File: src/rtl/machine_pkg.sv
// Shared types, default parameters and rotate helpers for the machine digit bank.
package machine_pkg;

   localparam int NUM_DIGITS_DEF   = 5;
   localparam int DIGIT_W_DEF      = 4;
   localparam int ROT_DIV_DEF      = 1;
   localparam int SYNC_STAGES_DEF  = 2;
   localparam int DEBOUNCE_CYC_DEF = 16;
   localparam int ROT_MAX_W        = 32;

   typedef logic [DIGIT_W_DEF-1:0] digit_t;

   // Rotate the low w bits of v left by one; bits at and above w stay zero.
   function automatic logic [ROT_MAX_W-1:0] rotl1(input logic [ROT_MAX_W-1:0] v, input int w);
      logic [ROT_MAX_W-1:0] r;
      r = '0;
      for (int i = 0; i < ROT_MAX_W; i++)
         if (i < w) r[(i + 1 == w) ? 0 : i + 1] = v[i];
      return r;
   endfunction

   function automatic logic [ROT_MAX_W-1:0] rotr1(input logic [ROT_MAX_W-1:0] v, input int w);
      logic [ROT_MAX_W-1:0] r;
      r = '0;
      for (int i = 0; i < ROT_MAX_W; i++)
         if (i < w) r[i] = v[(i + 1 == w) ? 0 : i + 1];
      return r;
   endfunction

endpackage

File: src/rtl/machine_btn_cond.sv
// One button: synchroniser, optional debounce (MACHINE_DIGIT_BANK_DEBOUNCE_EN), rise detect.
module machine_btn_cond
   import machine_pkg::*;
#(
   parameter int SYNC_STAGES  = SYNC_STAGES_DEF,
   parameter int DEBOUNCE_CYC = DEBOUNCE_CYC_DEF
) (
   input  logic clk,
   input  logic rst,
   input  logic btn,
   output logic rise
);

   logic [SYNC_STAGES-1:0] sync_q;
   logic                   level;
   logic                   prev_q;

   always_ff @(posedge clk or posedge rst) begin
      if (rst) sync_q <= '0;
      else     sync_q <= {sync_q[SYNC_STAGES-2:0], btn};
   end

`ifdef MACHINE_DIGIT_BANK_DEBOUNCE_EN
   localparam int CW = $clog2(DEBOUNCE_CYC + 1);

   logic          lvl_q;
   logic [CW-1:0] cnt_q;

   // A new level must persist DEBOUNCE_CYC cycles; any bounce back restarts the count.
   always_ff @(posedge clk or posedge rst) begin
      if (rst) begin
         lvl_q <= 1'b0;
         cnt_q <= '0;
      end else if (sync_q[SYNC_STAGES-1] != lvl_q) begin
         if (cnt_q == CW'(DEBOUNCE_CYC - 1)) begin
            lvl_q <= sync_q[SYNC_STAGES-1];
            cnt_q <= '0;
         end else begin
            cnt_q <= cnt_q + 1'b1;
         end
      end else begin
         cnt_q <= '0;
      end
   end

   assign level = lvl_q;
`else
   assign level = sync_q[SYNC_STAGES-1];
`endif

   always_ff @(posedge clk or posedge rst) begin
      if (rst) prev_q <= 1'b0;
      else     prev_q <= level;
   end

   assign rise = level & ~prev_q;

endmodule

File: src/rtl/machine_digit_bank.sv
// Digit bank: button-loaded upper digits plus a rotating digit 0.
// Optional build macro MACHINE_DIGIT_BANK_DEBOUNCE_EN adds button debounce.
module machine_digit_bank
   import machine_pkg::*;
#(
   parameter int NUM_DIGITS   = NUM_DIGITS_DEF,
   parameter int DIGIT_W      = DIGIT_W_DEF,
   parameter int ROT_DIV      = ROT_DIV_DEF,
   parameter int SYNC_STAGES  = SYNC_STAGES_DEF,
   parameter int DEBOUNCE_CYC = DEBOUNCE_CYC_DEF
) (
   input  logic                          system1000,
   input  logic                          system1000_rst,
   input  logic [DIGIT_W-1:0]            sw,
   input  logic [NUM_DIGITS-2:0]         btn,
   input  logic                          rot_en,
   input  logic                          rot_dir,
   output logic [NUM_DIGITS*DIGIT_W-1:0] state,
   output logic                          load_pulse,
   output logic                          multi_err
);

   localparam int NB = NUM_DIGITS - 1;
   localparam int PW = (ROT_DIV > 1) ? $clog2(ROT_DIV) : 1;

   logic [NB-1:0]                       rise;
   logic                                one_rise;
   logic                                many_rise;
   logic [NUM_DIGITS-1:1][DIGIT_W-1:0]  dig_q;
   logic [DIGIT_W-1:0]                  dig0_q;
   logic [PW-1:0]                       pre_q;
   logic                                rot_evt;

   for (genvar j = 0; j < NB; j++) begin : gen_btn
      machine_btn_cond #(
         .SYNC_STAGES  (SYNC_STAGES),
         .DEBOUNCE_CYC (DEBOUNCE_CYC)
      ) u_cond (
         .clk  (system1000),
         .rst  (system1000_rst),
         .btn  (btn[j]),
         .rise (rise[j])
      );
   end

   // Clearing the lowest set bit leaves something only if two or more bits were set.
   assign many_rise = (rise & (rise - 1'b1)) != '0;
   assign one_rise  = (rise != '0) && !many_rise;

   always_ff @(posedge system1000 or posedge system1000_rst) begin
      if (system1000_rst) begin
         dig_q      <= '0;
         load_pulse <= 1'b0;
         multi_err  <= 1'b0;
      end else begin
         load_pulse <= one_rise;
         multi_err  <= many_rise;
         for (int j = 0; j < NB; j++)
            if (one_rise && rise[j]) dig_q[j+1] <= sw;
      end
   end

   assign rot_evt = rot_en && (pre_q == PW'(ROT_DIV - 1));

   always_ff @(posedge system1000 or posedge system1000_rst) begin
      if (system1000_rst) begin
         pre_q  <= '0;
         dig0_q <= '0;
      end else if (rot_en) begin
         if (rot_evt) begin
            pre_q  <= '0;
            dig0_q <= rot_dir ? DIGIT_W'(rotr1(ROT_MAX_W'(dig0_q), DIGIT_W))
                              : DIGIT_W'(rotl1(ROT_MAX_W'(dig0_q), DIGIT_W));
         end else begin
            pre_q <= pre_q + 1'b1;
         end
      end
   end

   assign state = {dig_q, dig0_q};

endmodule

File: config.mk
export PLATFORM = sky130hd
export DESIGN_NAME = machine_digit_bank
export DESIGN_NICKNAME = d
export VERILOG_FILES = /design/src/rtl/machine_pkg.sv /design/src/rtl/machine_btn_cond.sv /design/src/rtl/machine_digit_bank.sv
export SDC_FILE = /design/constraint.sdc
export NUM_CORES = 1
export LEC_CHECK = 0
export CAP_MARGIN = 20
export CORE_UTILIZATION = 43
export DETAILED_ROUTE_END_ITERATION = 16
export PLACE_DENSITY = 0.82
export SLEW_MARGIN = 10
export SYNTH_ARGS = -nofsm -noshare
export SYNTH_HDL_FRONTEND = slang
export SYNTH_HIERARCHICAL = 1
export SYNTH_SLANG_ARGS = --single-unit
File: constraint.sdc
create_clock -name system1000 -period 1.6 [get_ports system1000]
set_clock_uncertainty 0.15 [all_clocks]
set_input_delay 0.32 -clock system1000 [delete_from_list [all_inputs] [get_ports system1000]]
set_output_delay 0.32 -clock system1000 [all_outputs]
set_load 0.005 [all_outputs]
==> metrics.txt <==
status finished with violations; failing checks negative setup slack; I/O Buffers 33; maximum vdd drop 0.000756 V; die area 3400 um^2; Cell variety after synth 12; largest area contributor in the netlist dfrtp_1; leakage power ~0.0010 uW; Clock Tree Root clkbuf_4; GRT busiest layer met2; # clock sinks 35; Synth area leaders dfrtp_1 (64%), mux2_2 (20%), nor4b_4 (7.0%); ANT nets after route 0; Synth top area share 64.2%; first-pass GRT wire length 4.57 mm; CP startpoint kind flop; Gate Count Post-Synth 80; Max FO, Critical Path 5; slew at the pin closest to its max-slew limit 0.294 ns; Tmin final 1.70 ns; Relative slew margins 80.4%; sequential share of power 48.2%; largest net degree at the start of global routing 24; worst path arrival time 1.79 ns; met1 Use GR 22.8%; vias in the first global route 937; Syn Nets 92; Final Hold Fails 0; Worst-Skew Late Latency around 0.34 ns; Min-Delay Path Class primary input to async pin; Clock power frac 30.0%; ratio of cells with drive above 1 in the final layout a little over two fifths; Max-cap violations 0; DRT iter0 DRCs 10; CTS tree built; Sw Ratio between 20% and 30%; Area after DPL 1820 um^2; number of fill cells between 200 and 250; met2 usage in global routing 31.0%; GRT overflow 0; Area Overhead vs Synth 50.8%; DRT Pass-1 Iters 4; fin nets roughly 160; initial antenna violation count 0; GRT Resource Usage Total 19.4%; CP peak stage delay approximately 0.40 ns; starting density of the core 45.1%; Crit Path Class flop to flop; Reg clk slew, reported paths roughly 0.1 ns; cell area after layout between 2000 and 2500 um^2; final worst slack -0.104 ns; CP cell instances nor2b_4 -> nor4b_4 -> buf_4 -> mux2_4; Final Max Slew Viols 0; Post-route DRC 0; CP max stage cell dfrtp_1; Non-Filler Instances 188; Synth Register Bits 35; Synth Area per Inst 17.1 um^2; Vias 887; mapped cell area approximately 1400 um^2; internal power 1690 uW; die boundary height 58.3 um; H-tree levels 2; RSZ-0062 raised after global routing true; core area 3030 um^2; sequential area share after synthesis 64.2%; Final Setup Violations 15; per-cell routed wire length 15.2 um; Antenna Cells 0; GR Util met3 around 4.2%; routed vias/inst 4.72; combinational share of power 21.8%; Post-Place Cells 166; Power Dens Cells 1070 nW/um^2; Detail Placement HPWL 1.94 mm; Inserted Clock Buffers 5; Tcrit/Tclk final 107%; Cell Rows 20; Crit. End Element flop; Routed WL 2.86 mm; Synth Warn # 6; gpl congestion 0.704; IO Pins 34; CTS Buffer Depth 2; hold slack approximately 0.12 ns; Horiz. Die Dim roughly 58 um; Max Fclk between 0.5 and 0.6 GHz; WP data required 1.69 ns; sw power 512 uW
## through the flow
step           utilization [%]  total power, uW  setup slack (ns)  TNS [ns]
6_report                  68.0             2200            -0.104    -0.543
5_1_grt                   68.0             2300            -0.136     -1.42
4_1_cts                   67.6             2200           -0.0978    -0.694
3_5_place_dp              60.0             1520            -0.187     -2.03
3_3_place_gp              60.0             1500            -0.124     -1.38
2_1_floorplan                -             1230            0.0130         0
## cell usage after synthesis (all sizes together)
master	number
a211o	1
a211oi	1
a21oi	1
dfrtp	35
inv	5
mux2	24
nand2	1
nor2	1
nor2b	6
nor4b	4
xor2	1
## registers in the layout, indices dropped and copies added, names as in the netlist
register,count
gen_btn.u_cond/prev_q,4
pre_q,1
load_pulse,1
dig0_q,4
gen_btn.u_cond/sync_q,8
multi_err,1
state,16
## critical path: cells and delay by family (launching register included)
family | cells | cell delay, ns
multiplexers | 1 | 0.31
buffers and inverters | 1 | 0.20
AND/OR/NAND/NOR | 2 | 0.53
flip-flops | 1 | 0.40
## routing by layer
| metal | vias to the layer above | part of all wire [%] |
|---|---|---|
| li1 | 404 | - |
| met1 | 448 | 43 |
| met2 | 27 | 51 |
| met3 | 8 | 3.5 |
| met4 | 0 | 3.1 |
| met5 | - | 0 |
## cells in the final DEF, fill, tap and decap left out
cell,synthesis,final
dfrtp_1,35,35
dlygate4sd2_1,0,22
buf_4,0,21
mux2_4,0,16
clkdlybuf4s50_1,0,11
mux2_2,24,8
inv_1,5,5
clkbuf_4,0,5
nor4b_4,4,4
nor2b_4,4,4
nor2b_1,2,2
nor2_1,1,1
nand2_1,1,1
a211oi_1,1,1
a21oi_1,1,1
xor2_1,1,1
a211o_1,1,1
clkbuf_8,0,1
bufinv_16,0,1
clkinv_2,0,1
buf_6,0,1
buf_12,0,1
## power groups by stage
stage | clock network, uW | logic (uW) | registers (uW)
final | 660 | 481 | 1060
after floorplan | 0 | 152 | 1080
after global placement | 0 | 424 | 1080
after CTS | 666 | 477 | 1060
after detailed placement | 0 | 440 | 1080
after global routing | 719 | 510 | 1080
## worst paths after layout
path,cells past startpoint,to,slack (ns),from
setup / recovery,4,state[16],-0.10,gen_btn[3].u_cond/prev_q
min in group system1000,0,gen_btn[3].u_cond/sync_q[1],0.21,gen_btn[3].u_cond/sync_q[0]
hold reg to reg,0,gen_btn[3].u_cond/sync_q[1],0.21,gen_btn[3].u_cond/sync_q[0]
max in group asynchronous,3,state[11],0.77,system1000_rst
setup reg to reg,4,state[16],-0.10,gen_btn[3].u_cond/prev_q
hold / removal,2,gen_btn[0].u_cond/sync_q[0],0.12,system1000_rst
## logic make-up after synthesis
family / synth area share, %
buffers and inverters: 1.38
AOI/OAI and AO/OA: 1.56
muxes: 19.8
and+or+nand+nor: 12.5
DFF: 64.2
xor gates and xnor gates: 0.642
## what timing repair did
action,CTS,global route
hold buffers,0,0
resized for setup,36,3
setup endpoints to repair,38,16
setup buffers,14,0
pin swaps,1,0
## cell type report
class	instances	area (um^2)	share of cell area, %
multi-input combinational	40	531	25.8
clock buffer	6	51.3	2.49
clock inverter	2	35.0	1.70
timing repair buffer	56	492	23.9
sequential	35	876	42.6
tap	44	55.1	2.67
inverter	5	18.8	0.912
Note: power is estimated with default switching activity, not from simulation.
